==> src/rtl/mux4_rr_scheduler.sv <==
// Round-robin scheduler in front of a 4-to-1 data mux.
// It grants one requesting channel, steers the mux select to it, captures the
// mux output into a one-word output register, and presents that word as a
// valid/ready stream.
module mux4_rr_scheduler #(
  parameter int DATA_W = 4
) (
  input  logic              clk,
  input  logic              rst,
  input  logic [3:0]        req_valid,
  output logic [3:0]        req_ready,
  output logic [1:0]        sel,
  input  logic [DATA_W-1:0] mux_y,
  output logic              out_valid,
  input  logic              out_ready,
  output logic [DATA_W-1:0] out_data,
  output logic [1:0]        out_ch
);

  typedef enum logic {
    EMPTY = 1'b0,
    FULL  = 1'b1
  } state_t;

  state_t     state;
  logic [1:0] ptr;
  logic [1:0] sel_q;
  logic [1:0] gnt;
  logic       can_load;
  logic       load;

  // Grant: first requesting channel at or after ptr, wrapping mod 4.
  always_comb begin
    logic       found;
    logic [1:0] idx;
    gnt   = '0;
    found = 1'b0;
    idx   = '0;
    for (int unsigned k = 0; k < 4; k++) begin
      idx = ptr + 2'(k);
      if (!found && req_valid[idx]) begin
        gnt   = idx;
        found = 1'b1;
      end
    end
  end

  // Load decision, one-hot accept strobe and mux select.
  always_comb begin
    can_load  = (state == EMPTY) || out_ready;
    load      = !rst && can_load && (|req_valid);
    req_ready = '0;
    if (load) begin
      req_ready[gnt] = 1'b1;
    end
    // sel follows the grant in a load cycle and otherwise holds the last grant,
    // so the mux input stays stable between loads.
    if (rst) begin
      sel = '0;
    end else if (load) begin
      sel = gnt;
    end else begin
      sel = sel_q;
    end
  end

  // Output register FSM: a load fills (or refills) the register; a pop with
  // nothing to load empties it.
  always_ff @(posedge clk) begin
    if (rst) begin
      state     <= EMPTY;
      out_valid <= 1'b0;
      out_data  <= '0;
      out_ch    <= '0;
      ptr       <= '0;
      sel_q     <= '0;
    end else begin
      case (state)
        EMPTY: begin
          if (load) begin
            state     <= FULL;
            out_valid <= 1'b1;
            out_data  <= mux_y;
            out_ch    <= gnt;
            ptr       <= gnt + 2'd1;
            sel_q     <= gnt;
          end
        end
        FULL: begin
          if (load) begin
            out_valid <= 1'b1;
            out_data  <= mux_y;
            out_ch    <= gnt;
            ptr       <= gnt + 2'd1;
            sel_q     <= gnt;
          end else if (out_ready) begin
            state     <= EMPTY;
            out_valid <= 1'b0;
          end
        end
        default: begin
          state     <= EMPTY;
          out_valid <= 1'b0;
        end
      endcase
    end
  end

endmodule

==> config.mk <==
export PLATFORM = sky130hd
export DESIGN_NAME = mux4_rr_scheduler
export DESIGN_NICKNAME = d
export VERILOG_FILES = /design/src/rtl/mux4_rr_scheduler.sv
export SDC_FILE = /design/constraint.sdc
export NUM_CORES = 1
export LEC_CHECK = 0
export CAP_MARGIN = 20
export CORE_ASPECT_RATIO = 1.2
export CORE_MARGIN = 4
export CORE_UTILIZATION = 26
export DETAILED_ROUTE_END_ITERATION = 6
export DONT_BUFFER_PORTS = 1
export SYNTH_ARGS = -nofsm -noshare
export SYNTH_HDL_FRONTEND = slang
export SYNTH_SLANG_ARGS = --single-unit
==> constraint.sdc <==
create_clock -name clk -period 2.97 [get_ports clk]
set_input_delay 0.594 -clock clk [delete_from_list [all_inputs] [get_ports clk]]
set_output_delay 0.594 -clock clk [all_outputs]
set_load 0.02 [all_outputs]
Word-level counts from Yosys, hierarchy flattened:

Index checks and enable logic that the tools add are counted.

* word-level logic and storage cells: 63
* register bits after elaboration: 12
* bits of input ports: 11
* output and inout bits: 13

* bitwise logic cells: 1
* reductions and logical operators: 13
* equal/unequal tests: 2
* magnitude comparators: 6
* add/subtract/negate cells: 4
* multiplexer cells: 31

Operator list (number)
* $mux W2: 8
* $lt A2 B3 Y1 const B: 5
* $mux W1: 14
* $bmux W1 S2: 4
* $mux W4: 2
* $logic_and A1 B1 Y1: 6
* $add A2 B1 Y2 const B: 2
* $add A2 B2 Y2 const B: 2
* $logic_not A1 Y1: 4
* $pmux W1 S2: 2
* $reduce_or A4 Y1: 1
* $ne A3 B2 Y1 const B: 1
* $demux W1 S2: 1
* $ge A2 B1 Y1 const B: 1
* $ne A2 B2 Y1 const B: 1
* $reduce_and A2 Y1: 1
* $logic_or A1 B1 Y1: 1
* $not A1 Y1: 1

Longest topological paths before layout:

* depth in word-level cells: 17
* mapped depth: 5
* mapped depth without buffers: 4

Worst setup path before layout:

Ideal clock, no wire load.

* path type: input to output
* start: in req_valid[2]
* end: out sel[0]
* arrival: 1.712 ns
* cell stages on the path: 5
* path slack: 0.664 ns
* data required time: 2.376 ns
* path buffers: 1
* cell sequence: nor4_2 -> nand2b_2 -> buf_6 -> nand2_1 -> a21oi_1

* word-level cells in the longest chain between the ends: 14
* elaborated cells on any way between the ends: 25
* those cells by class: mux (17); reduce/logical (8)

RTL lines
* start: declaration: line 10 `input logic [3:0] req_valid,`
* $bmux W1 S2: line 41 `if (!found && req_valid[idx]) begin`
* $mux W1 (not written as such): line 41
* $mux W1: line 41
* $logic_not A1 Y1: line 41
* $logic_and A1 B1 Y1: line 41
* $mux W1: line 41
* $logic_not A1 Y1: line 41
* $logic_and A1 B1 Y1: line 41
* $mux W1: line 41
* $logic_not A1 Y1: line 41
* $logic_and A1 B1 Y1: line 41
* $mux W2: line 41
* $mux W2 (*): line 60 `end else if (load) begin`
* $mux W2 (*): line 58 `if (rst) begin`
* end: declaration: line 12 `output logic [1:0] sel,`

Every way passes the cells marked *; elsewhere a longest branch is shown, timed or not. The select of a mux whose other input is x is not followed.

Worst setup path in the final report:

* start: in req_valid[2]
* end: out sel[1]

The elaborated chain is that of the path after synthesis.

==> summary.txt <==
Cells and area
  – Filler cell count in the final layout: 236
  – Fin util: 29.87%
  – Layout area overhead: 7.066%
  – N_diodes: 0
  – Share of cells above drive strength 1: 13.04%
  – Multi-input logic area: 317.8 sq um
  – Storage element area: 240.2 sq um
  – Layout Nets: 82

GRT
  – Largest net degree at the start of global routing: 16
  – Initial antenna violation count: 0
  – GRT overflow: 0
  – Global-route wire length before repair: 2187 um
  – Total GRT Usage: 9.351%
  – Vias in the first global route: 510

Placement
  – HPWL Detailed: 1050 um
  – Port bufs: 0
  – GP Congestion: 0.7128
  – Post-placement setup slack: 481.4 ps

Pwr
  – Cell Int Power: 0.2476 mW
  – NetSw: 0.1084 mW
  – Clock network power share: 26.4%
  – Maximum vdd drop: 0.1628 mV
  – Logic pwr share: 19.1%
  – Leak pwr: 0.2292 nW
  – Sw frac: 30.44%
  – Flop pwr share: 54.5%
  – Pwr per Cell Area: 569.1 nW/um^2

STA
  – Final worst path period share: 82.67%
  – Setup TNS: 0 ps
  – Min Tclk post-route: 2455 ps
  – Slew @ Worst Pin: 595.3 ps
  – Final setup fails: 0
  – Layout Skew: 1.521 ps
  – Worst hold slack: 394.9 ps
  – Unrepaired setup endpoints after global routing: no
  – Rel. slew slack: 59.99%
  – Final WS setup: 514.8 ps
  – Final max-slew violation count: 0
  – Hold Violations, Final: 0
  – Peak Freq: 0.4073 GHz

Detailed routing
  – Antenna Nets Post-Route: 0
  – DRT iter0 DRCs: 14
  – DRC: 0
  – WL final: 1338 um
  – Routed vias/inst: 4.949
  – Vias: 490
  – Routed WL per cell: 13.52 um
  – First drt pass iteration count: 4

Die
  – Ports: 24
  – Die H: 59.93 um
  – DIE AREA: 3073 sq um
  – Starting Density: 27.90%
  – Core Box Area: 2095 sq um
  – FP Rows: 18
  – Die X: 51.28 um

Synthesis
  – Cells after Synth: 69
  – Ys async rst share: 0%
  – Post-synthesis cell area: 584.3 sq um
  – Post-synth cell types: 26
  – Synthesized Nets: 80
  – Yosys reg bits: 12
  – Register area share after synthesis: 41.11%
  – Dominant synthesized flop cell: dfxtp_1
  – Post-synth EDFFs: 0
  – Syn_area_per_cell: 8.468 sq um
  – Synth warn: 0

Critical path
  – Type of the worst setup path: in2out
  – Crit path launch type: input port
  – Origin of the critical flop-to-flop path: state$_SDFF_PP0_
  – CP Data Required Time: 2380 ps
  – Crit. End Element: output port
  – Worst EP arrival: 1860 ps
  – Critical-path maximum fanout: 13
  – Critical Path Start: req_valid[2]

Clocking
  – Postcts setup bufs: 0
  – CTS max path bufs: 2
  – CTS root buf: clkbuf_4
  – Latest clock arrival within the worst-skew pair: 260 ps
  – CTS clk-pin slew, worst paths: 70 ps
  – Post-CTS sizing: 0
  – TritonCTS buffer count: 3
  – TritonCTS clock tree: yes
  – CTS Hold Bufs: 0
  – Clock sink total: 12
  – H-tree depth: 1

Outcome
  – Status: completed

Hold path
  – Hold Startpoint: rst
  – Worst hold path class: in2reg

Flow run
  – Max-cap violations: 0
==> final timing paths <==
check / end / slack [ps] / depth (start not counted)
max: sel[1] / 510 / 4
min: out_data[3]$_SDFFE_PP0P_ / 390 / 1
max reg2reg: sel_q[0]$_DFF_P_ / 1300 / 4
min reg2reg: out_valid$_SDFFE_PP0P_ / 440 / 1
==> power by group through the flow <==
stage / sequential (mW) / combinational [mW] / clock [mW]
after global routing: 0.196 / 0.0764 / 0.108
after floorplan: 0.195 / 0.0623 / 0
after CTS: 0.194 / 0.0685 / 0.0989
final: 0.194 / 0.0680 / 0.0941
after global placement: 0.197 / 0.0663 / 0
after detailed placement: 0.198 / 0.0681 / 0
==> kinds of logic after synthesis <==
kind of cell,after synthesis,synth area share (%)
AO/OA/AOI/OAI,19,21.41
buffers and inverters,5,4.498
flip-flops,12,41.11
multiplexers,1,1.713
AND/OR/NAND/NOR,32,31.27
==> flip-flops by register name, indices dropped and copies added (netlist names) <==
signal     cells
out_data       4
out_ch         2
ptr            2
sel_q          2
out_valid      1
state          1
==> layout make-up <==
type,instances,area share (%)
clock buffers,3,3.600
inverters,2,1.200
multi-input cells,52,50.80
flip-flops and latches,12,38.40
well taps,30,6.000
==> cells in the final DEF, fill, tap and decap left out <==
master | synthesis | layout
a211o_1 | 1 | 1
a21boi_0 | 1 | 1
a21oi_1 | 11 | 11
a221oi_2 | 1 | 1
a311oi_1 | 1 | 1
a31oi_1 | 1 | 1
and2_1 | 2 | 2
and3_1 | 2 | 2
clkbuf_4 | 0 | 3
dfxtp_1 | 12 | 12
inv_1 | 2 | 2
mux2i_1 | 1 | 1
nand2_1 | 13 | 13
nand2b_1 | 3 | 3
nand2b_2 | 1 | 1
nand3_1 | 1 | 1
nor2_1 | 3 | 3
nor2b_1 | 1 | 1
nor2b_2 | 1 | 1
nor4_2 | 3 | 3
o211ai_1 | 1 | 1
o21bai_1 | 1 | 1
o22a_1 | 1 | 1
or2_1 | 1 | 1
or3_1 | 1 | 1
==> stage by stage <==
stage | total power [mW] | std cells | area, sq um
2_1_floorplan | 0.2575 | 69 | 584.3
3_3_place_gp | 0.2638 | 96 | 603.1
3_5_place_dp | 0.2662 | 96 | 603.1
4_1_cts | 0.3616 | 99 | 625.6
5_1_grt | 0.3804 | 99 | 625.6
6_report | 0.3560 | 99 | 625.6
==> Yosys cell counts (all sizes together), types with 2 or more instances <==
cell type  number  area share, %
a21oi          11            9.4
and2            2            2.1
and3            2            2.1
clkbuf          2            1.3
dfxtp          12             41
inv             2            1.3
nand2          13            8.4
nand2b          4            4.7
nor2            3            1.9
nor2b           2            2.6
nor4            3            6.4
==> per-layer routing <==
| metal | vias up | part of all wire (%) | global-route usage (%) |
|---|---|---|---|
| li1 | 244 | - | - |
| met1 | 234 | 41 | 10.15 |
| met2 | 12 | 54 | 17.13 |
| met3 | 0 | 5.3 | 1.995 |
| met4 | 0 | 0 | 4.494 |
| met5 | - | 0 | 0 |
==> worst max-delay path, stage by stage <==
cell and delay [ps]:
nor4_2 380, nand2b_2 360, nand2_1 100, a21oi_1 430
Note: power is estimated with default switching activity, not from simulation.
